**config.mk**
```make
export PLATFORM = sky130hd
export DESIGN_NAME = regfile_mp_flat
export DESIGN_NICKNAME = d
export VERILOG_FILES = /design/src/rtl/regfile_pkg.sv /design/src/rtl/regfile_mp_if.sv /design/src/rtl/regfile_scoreboard.sv /design/src/rtl/regfile_mp.sv /design/src/flat_wrapper.sv
export SDC_FILE = /design/constraint.sdc
export NUM_CORES = 2
export LEC_CHECK = 0
export CORE_AREA = 2 2 380 382
export CTS_CLUSTER_SIZE = 10
export DETAILED_ROUTE_END_ITERATION = 10
export DIE_AREA = 0 0 382 384
export PLACE_DENSITY = 0.66
export SYNTH_ARGS = -nofsm -noshare
export SYNTH_HDL_FRONTEND = slang
export SYNTH_SLANG_ARGS = --single-unit
```
**constraint.sdc**
```tcl
create_clock -name clk_i -period 3 [get_ports clk_i]
set_input_delay 0.45 -clock clk_i [delete_from_list [all_inputs] [get_ports clk_i]]
set_output_delay 0.45 -clock clk_i [all_outputs]
set_load 0.05 [all_outputs]
```
**src/rtl/regfile_pkg.sv**
```systemverilog
`default_nettype none
// ============================================================================
//  Module      : regfile_pkg
//  Description : Shared constants for the multi-port register file.
//                Optional macro REGFILE_ZERO_REG_EN hardwires entry 0 to zero.
//  Revision    : 1.0 - initial release
// ============================================================================
package regfile_pkg;

    localparam int DATA_W_DEF   = 32;
    localparam int ADDR_W_DEF   = 5;
    localparam int NUM_RD_MAX   = 4;
    localparam int NUM_WR       = 2;
    // Write port that wins a same-address collision.
    localparam int WR_PRIO_PORT = 1;

`ifdef REGFILE_ZERO_REG_EN
    localparam bit ZERO_REG_EN  = 1'b1;
`else
    localparam bit ZERO_REG_EN  = 1'b0;
`endif

    // True when an access to this address must be suppressed because
    // entry 0 is hardwired.
    function automatic logic zero_reg_hit(input logic addr_is_zero);
        return ZERO_REG_EN && addr_is_zero;
    endfunction

endpackage
`default_nettype wire

```
**src/rtl/regfile_mp_if.sv**
```systemverilog
`default_nettype none
// ============================================================================
//  Module      : regfile_mp_if
//  Description : Read, write and scoreboard-set bus of the register file.
//                master = decode/writeback side, slave = register file.
//  Revision    : 1.0 - initial release
// ============================================================================
interface regfile_mp_if
    import regfile_pkg::*;
#(
    parameter int DATA_W = DATA_W_DEF,
    parameter int ADDR_W = ADDR_W_DEF,
    parameter int NUM_RD = 2
);
    logic [NUM_RD-1:0]        rd_en_i;
    logic [NUM_RD*ADDR_W-1:0] rd_addr_i;
    logic [NUM_RD*DATA_W-1:0] rd_data_o;
    logic [NUM_RD-1:0]        rd_busy_o;
    logic [NUM_WR-1:0]        wr_en_i;
    logic [NUM_WR*ADDR_W-1:0] wr_addr_i;
    logic [NUM_WR*DATA_W-1:0] wr_data_i;
    logic                     sb_set_i;
    logic [ADDR_W-1:0]        sb_addr_i;

    modport master (
        output rd_en_i, rd_addr_i, wr_en_i, wr_addr_i, wr_data_i,
               sb_set_i, sb_addr_i,
        input  rd_data_o, rd_busy_o
    );

    modport slave (
        input  rd_en_i, rd_addr_i, wr_en_i, wr_addr_i, wr_data_i,
               sb_set_i, sb_addr_i,
        output rd_data_o, rd_busy_o
    );
endinterface
`default_nettype wire

```
**src/rtl/regfile_scoreboard.sv**
```systemverilog
`default_nettype none
// ============================================================================
//  Module      : regfile_scoreboard
//  Description : Per-register pending bits. Writes clear, sb_set sets, and a
//                set beats a same-cycle clear. Exposes the next-state vector
//                so read ports see this cycle's updates.
//                Honors REGFILE_ZERO_REG_EN (entry 0 never becomes pending).
//  Revision    : 1.0 - initial release
// ============================================================================
module regfile_scoreboard
    import regfile_pkg::*;
#(
    parameter int ADDR_W = ADDR_W_DEF
) (
    input  wire logic                     clk_i,
    input  wire logic                     rst_i,
    input  wire logic                     set_i,
    input  wire logic [ADDR_W-1:0]        set_addr_i,
    input  wire logic [NUM_WR-1:0]        clr_en_i,
    input  wire logic [NUM_WR*ADDR_W-1:0] clr_addr_i,
    output logic [(1<<ADDR_W)-1:0]        pend_d_o
);
    localparam int DEPTH = 1 << ADDR_W;

    logic [DEPTH-1:0] pend_q;
    logic [DEPTH-1:0] pend_d;

    // Apply completing-producer clears first, then the new producer's set.
    always_comb begin
        pend_d = pend_q;
        for (int p = 0; p < NUM_WR; p++) begin
            if (clr_en_i[p]) begin
                pend_d[clr_addr_i[p*ADDR_W +: ADDR_W]] = 1'b0;
            end
        end
        if (set_i && !zero_reg_hit(set_addr_i == '0)) begin
            pend_d[set_addr_i] = 1'b1;
        end
    end

    // Pending state register; reset discards all in-flight producers.
    always_ff @(posedge clk_i) begin
        if (rst_i) begin
            pend_q <= '0;
        end else begin
            pend_q <= pend_d;
        end
    end

    assign pend_d_o = pend_d;

endmodule
`default_nettype wire

```
**src/rtl/regfile_mp.sv**
```systemverilog
`default_nettype none
// ============================================================================
//  Module      : regfile_mp
//  Description : Parametrised register file, NUM_RD registered read ports
//                with write-first bypass, two write ports (port 1 wins on
//                same-address collision) and a pending scoreboard.
//                Macro REGFILE_ZERO_REG_EN makes entry 0 hardwired zero.
//  Revision    : 1.0 - initial release
// ============================================================================
module regfile_mp
    import regfile_pkg::*;
#(
    parameter int DATA_W = DATA_W_DEF,
    parameter int ADDR_W = ADDR_W_DEF,
    parameter int NUM_RD = 2
) (
    input  wire logic    clk_i,
    input  wire logic    rst_i,
    regfile_mp_if.slave  bus
);
    localparam int DEPTH = 1 << ADDR_W;

    logic [DATA_W-1:0]        mem_q [DEPTH];
    logic [NUM_WR-1:0]        wr_en_eff;
    logic [DEPTH-1:0]         pend_d;
    logic [NUM_RD*DATA_W-1:0] rd_data_d;
    logic [NUM_RD*DATA_W-1:0] rd_data_q;
    logic [NUM_RD-1:0]        rd_busy_d;
    logic [NUM_RD-1:0]        rd_busy_q;

    // Drop writes aimed at a hardwired zero entry so they neither store,
    // bypass nor clear pending.
    always_comb begin
        wr_en_eff = '0;
        for (int p = 0; p < NUM_WR; p++) begin
            wr_en_eff[p] = bus.wr_en_i[p] &&
                           !zero_reg_hit(bus.wr_addr_i[p*ADDR_W +: ADDR_W] == '0);
        end
    end

    regfile_scoreboard #(
        .ADDR_W     (ADDR_W)
    ) u_scoreboard (
        .clk_i      (clk_i),
        .rst_i      (rst_i),
        .set_i      (bus.sb_set_i),
        .set_addr_i (bus.sb_addr_i),
        .clr_en_i   (wr_en_eff),
        .clr_addr_i (bus.wr_addr_i),
        .pend_d_o   (pend_d)
    );

    // Storage update; the priority port is applied last so it wins.
    always_ff @(posedge clk_i) begin
        if (rst_i) begin
            for (int i = 0; i < DEPTH; i++) begin
                mem_q[i] <= '0;
            end
        end else begin
            for (int p = 0; p < NUM_WR; p++) begin
                if (p != WR_PRIO_PORT && wr_en_eff[p]) begin
                    mem_q[bus.wr_addr_i[p*ADDR_W +: ADDR_W]] <= bus.wr_data_i[p*DATA_W +: DATA_W];
                end
            end
            if (wr_en_eff[WR_PRIO_PORT]) begin
                mem_q[bus.wr_addr_i[WR_PRIO_PORT*ADDR_W +: ADDR_W]] <=
                    bus.wr_data_i[WR_PRIO_PORT*DATA_W +: DATA_W];
            end
        end
    end

    // Per-port read mux: stored value, overridden by same-cycle writes with
    // the priority port checked last; busy uses the next-state pending bit.
    always_comb begin
        rd_data_d = '0;
        rd_busy_d = '0;
        for (int k = 0; k < NUM_RD; k++) begin
            rd_data_d[k*DATA_W +: DATA_W] = mem_q[bus.rd_addr_i[k*ADDR_W +: ADDR_W]];
            for (int p = 0; p < NUM_WR; p++) begin
                if (p != WR_PRIO_PORT && wr_en_eff[p] &&
                    bus.wr_addr_i[p*ADDR_W +: ADDR_W] == bus.rd_addr_i[k*ADDR_W +: ADDR_W]) begin
                    rd_data_d[k*DATA_W +: DATA_W] = bus.wr_data_i[p*DATA_W +: DATA_W];
                end
            end
            if (wr_en_eff[WR_PRIO_PORT] &&
                bus.wr_addr_i[WR_PRIO_PORT*ADDR_W +: ADDR_W] == bus.rd_addr_i[k*ADDR_W +: ADDR_W]) begin
                rd_data_d[k*DATA_W +: DATA_W] = bus.wr_data_i[WR_PRIO_PORT*DATA_W +: DATA_W];
            end
            rd_busy_d[k] = pend_d[bus.rd_addr_i[k*ADDR_W +: ADDR_W]];
        end
    end

    // Read output registers; disabled ports hold their last result.
    always_ff @(posedge clk_i) begin
        if (rst_i) begin
            rd_data_q <= '0;
            rd_busy_q <= '0;
        end else begin
            for (int k = 0; k < NUM_RD; k++) begin
                if (bus.rd_en_i[k]) begin
                    rd_data_q[k*DATA_W +: DATA_W] <= rd_data_d[k*DATA_W +: DATA_W];
                    rd_busy_q[k]                  <= rd_busy_d[k];
                end
            end
        end
    end

    assign bus.rd_data_o = rd_data_q;
    assign bus.rd_busy_o = rd_busy_q;

endmodule
`default_nettype wire

```
**src/flat_wrapper.sv**
```systemverilog
// flat-port wrapper written by rule: the top's interface ports become plain ports
module regfile_mp_flat import regfile_pkg::*;
#(
    parameter int DATA_W = DATA_W_DEF,
    parameter int ADDR_W = ADDR_W_DEF,
    parameter int NUM_RD = 2
)
  (clk_i, rst_i, bus_rd_en_i, bus_rd_addr_i, bus_wr_en_i, bus_wr_addr_i, bus_wr_data_i, bus_sb_set_i, bus_sb_addr_i, bus_rd_data_o, bus_rd_busy_o);
  regfile_mp_if #(.DATA_W(DATA_W), .ADDR_W(ADDR_W), .NUM_RD(NUM_RD)) bus_i ();
  input  wire logic clk_i;
  input  wire logic rst_i;
  input wire logic [$bits(bus_i.rd_en_i)-1:0] bus_rd_en_i;
  input wire logic [$bits(bus_i.rd_addr_i)-1:0] bus_rd_addr_i;
  input wire logic [$bits(bus_i.wr_en_i)-1:0] bus_wr_en_i;
  input wire logic [$bits(bus_i.wr_addr_i)-1:0] bus_wr_addr_i;
  input wire logic [$bits(bus_i.wr_data_i)-1:0] bus_wr_data_i;
  input wire logic [$bits(bus_i.sb_set_i)-1:0] bus_sb_set_i;
  input wire logic [$bits(bus_i.sb_addr_i)-1:0] bus_sb_addr_i;
  output wire logic [$bits(bus_i.rd_data_o)-1:0] bus_rd_data_o;
  output wire logic [$bits(bus_i.rd_busy_o)-1:0] bus_rd_busy_o;
  assign bus_i.rd_en_i = bus_rd_en_i;
  assign bus_i.rd_addr_i = bus_rd_addr_i;
  assign bus_i.wr_en_i = bus_wr_en_i;
  assign bus_i.wr_addr_i = bus_wr_addr_i;
  assign bus_i.wr_data_i = bus_wr_data_i;
  assign bus_i.sb_set_i = bus_sb_set_i;
  assign bus_i.sb_addr_i = bus_sb_addr_i;
  assign bus_rd_data_o = bus_i.rd_data_o;
  assign bus_rd_busy_o = bus_i.rd_busy_o;
  regfile_mp #(.DATA_W(DATA_W), .ADDR_W(ADDR_W), .NUM_RD(NUM_RD)) u_core (.clk_i(clk_i), .rst_i(rst_i), .bus(bus_i));
endmodule
```
==> run_results.csv <==
group,metric,value,unit
clocking,path_clk_slew,0.06,ns
synthesis,synth_cells,4360,
floorplanning,die_y,384,um
synthesis,postSynthAreaPerCell,14.62,um^2
floorplanning,boundaryPins,162,
worst_hold_path,whs_endpoint,"u_core.u_scoreboard.pend_q[18]$_SDFF_PP0_",
power,cellLeakagePower,0.02524,uW
detailed_routing,antenna_left,0,
critical_path,arrival,2.49,ns
placed_design,dpl_cell_area,71050,um^2
synthesis,synth-simple-area-share,4.448,%
placed_design,portBuffers,161,
timing,fin_crit_sh,97.99,%
synthesis,synthAdderAreaFrac,0,%
floorplanning,coreArea,142800,um^2
run_status,outcome,"complete, no violations",
worst_hold_path,holdPathStages,2,
clocking,htreeDepth,4,
clocking,cts_resized,0,
timing,rsz0062_at_grt,"no",
timing,clock_skew,0.02811,ns
critical_path,path_cells,"clkdlybuf4s50_1",
global_route,gr-total-overflow,0,
critical_path,startpoint_type,"register",
detailed_routing,firstDrtPassIters,8,
critical_path,reg2reg_from,"u_core.mem_q[15][25]$_DFFE_PP_",
floorplanning,start_util,44.64,%
critical_path,crit_required,2.55,ns
critical_path,worstRegToRegCells,5,
detailed_routing,wl_per_cell,41.99,um
cells_and_area,seq_area,32710,um^2
detailed_routing,routed_wirelength,267800,um
timing,slew_headroom,27.54,%
synthesis,synth_edf_count,1024,
clocking,cts-hold-fix-buffers,0,
critical_path,rr_endpoint,"u_core.bus.rd_data_o[25]$_SDFFE_PP0P_",
synthesis,synth-xor-area-share,0.2748,%
critical_path,cp_max_fo,2,
synthesis,async_reset_ff_share,0,%
critical_path,end_kind,"primary output",
placed_design,dp_hpwl,158200,um
synthesis,synth_flop_cell,"edfxtp_1",
synthesis,syn_nets,4456,
synthesis,netlist_area,63740,um^2
cells_and_area,synthToLayoutAreaGrowth,17.67,%
synthesis,seq_area_frac_synth,51.32,%
critical_path,cp_slowest_cell,"clkdlybuf4s50_1",
timing,setup_violations,0,
global_route,grt_pass1_vias,48720,
clocking,clock-sinks,1122,
placed_design,place_congestion,0.9096,
synthesis,synth_warnings,0,
cells_and_area,num-fill-cells,11250,
clocking,cts_buffer_depth,3,
cells_and_area,drive_gt1_share,30.24,%
critical_path,crit_type,"reg -> out",
power,peakVddDrop,652.9,uV
critical_path,critPathTopFamily,"buffers and inverters",
synthesis,synth_seq_cells,1122,
floorplanning,die_w,382,um
synthesis,synth-compound-area-share,16.80,%
timing,tightest_slew,1.083,ns
cells_and_area,final_cell_mix,"a22o_1 (1024), edfxtp_1 (1024), mux4_2 (642)",
synthesis,synthMuxAreaShare,22.68,%
clocking,cts_tree,"built",
detailed_routing,vias_per_cell,7.772,
clocking,cts_made_buffers,134,
floorplanning,dieArea,146700,um^2
floorplanning,num_rows,139,
timing,final_max_slew_viol_count,0,
timing,min_period,2.940,ns
timing,timing.fmax,340.2,MHz
cells_and_area,layout.nets,4486,
power,power_density,534.5,nW/um^2
flow_run,drv_cap,0,
global_route,grt_usage,36.12,%
timing,hold_viol,0,
global_route,grt_pass1_wl,371300,um
cells_and_area,utilization,52.53,%
detailed_routing,dr.first_iter.drc_count,8303,
clocking,cts_setup_buffers,0,
synthesis,synth_top_family_by_area,"multiplexers",
worst_hold_path,min_from,"rst_i",
clocking,insertion_delay,0.79,ns
critical_path,cp.buffers_inverters,1,
critical_path,slowest_delay,0.93,ns
global_route,antenna_found_initial,14,
global_route,grt_start_max_net_pins,97,
detailed_routing,num_vias,49580,
cells_and_area,postLayoutCellArea,75000,um^2
cells_and_area,multi_input_area,28640,um^2
clocking,cts-root-buf,"clkbuf_16",
detailed_routing,drc,0,
worst_hold_path,hp-class,"in -> reg",
synthesis,post_synth_num_cell_types,56,
critical_path,r2r_slack,0.95,ns
## state kept, by name, summed over array words and instances, names as in the netlist
signal / cells
u_core.bus.rd_busy_o: 2
u_core.bus.rd_data_o: 64
u_core.mem_q: 1024
u_core.u_scoreboard.pend_q: 32
## worst max-delay path by stage
stage	startpoint	cells past startpoint	endpoint	slack, ns
floorplan	rst_i	7	u_core.mem_q[0][0]$_DFFE_PP_	0.06
global placement	bus_rd_addr_i[3]	9	u_core.bus.rd_data_o[0]$_SDFFE_PP0P_	-0.19
detailed placement	bus_rd_addr_i[3]	9	u_core.bus.rd_data_o[31]$_SDFFE_PP0P_	-0.21
CTS	u_core.bus.rd_data_o[44]$_SDFFE_PP0P_	1	bus_rd_data_o[44]	0.30
global route	u_core.bus.rd_data_o[12]$_SDFFE_PP0P_	1	bus_rd_data_o[12]	0.06
finish	u_core.bus.rd_data_o[12]$_SDFFE_PP0P_	1	bus_rd_data_o[12]	0.06
## metal layers
layer | vias up | part of all wire, % | GRT usage [%]
met5 | - | 0.068 | 0
li1 | 18400 | - | -
met3 | 1338 | 15 | 13.84
met2 | 4993 | 44 | 53.61
met4 | 26 | 8.2 | 23.86
met1 | 24820 | 33 | 44.00
## area by class of cell
class                   instances  area share [%]
repair buffers                593           9.727
inverters                       4         0.03336
flip-flops and latches       1122           43.61
multi-input cells            2535           38.18
clock buffers                 197           4.885
well taps                    1903           3.175
diodes                          5         0.01668
clock inverters                20          0.3653
## cell families after synthesis
group / Yosys count
AO/OA/AOI/OAI: 1254
XOR/XNOR: 20
flip-flops: 1122
buffers and inverters: 703
multiplexers: 642
AND/OR/NAND/NOR: 619
## synth_stat cells (17+ instances only)
| cell | number | share of area (%) |
|---|---|---|
| a21oi_1 | 21 | 0.16 |
| a22o_1 | 1024 | 14 |
| buf_1 | 82 | 0.48 |
| buf_2 | 101 | 0.79 |
| buf_4 | 17 | 0.20 |
| clkbuf_1 | 496 | 2.9 |
| dfxtp_1 | 98 | 3.1 |
| edfxtp_1 | 1024 | 48 |
| mux4_2 | 642 | 23 |
| nand2_1 | 177 | 1.0 |
| nor2_1 | 223 | 1.3 |
| nor2b_1 | 18 | 0.18 |
| nor3_1 | 121 | 0.95 |
| o21ai_0 | 26 | 0.20 |
| o22ai_1 | 68 | 0.67 |
| o311a_1 | 64 | 1.0 |
## report_power, final
part           internal [uW]  total (uW)  switching, uW
Clock                   8570       15300           6740
Sequential             18000       18600            565
Combinational           2720        6170           3450
## through the flow
stage	worst slack (ns)	instances	power, uW	hold WS (ns)	setup TNS (ns)
after floorplan	0.05526	4360	22370	0.4659	0
after global placement	-0.1944	6157	24770	0.4768	-6.444
after detailed placement	-0.2137	6157	24900	0.4735	-8.017
after CTS	0.3033	6374	39910	0.01622	0
after global routing	0.05615	6375	40860	0.03889	0
final	0.06044	6379	40090	0.05463	0
Note: power is estimated with default switching activity, not from simulation.
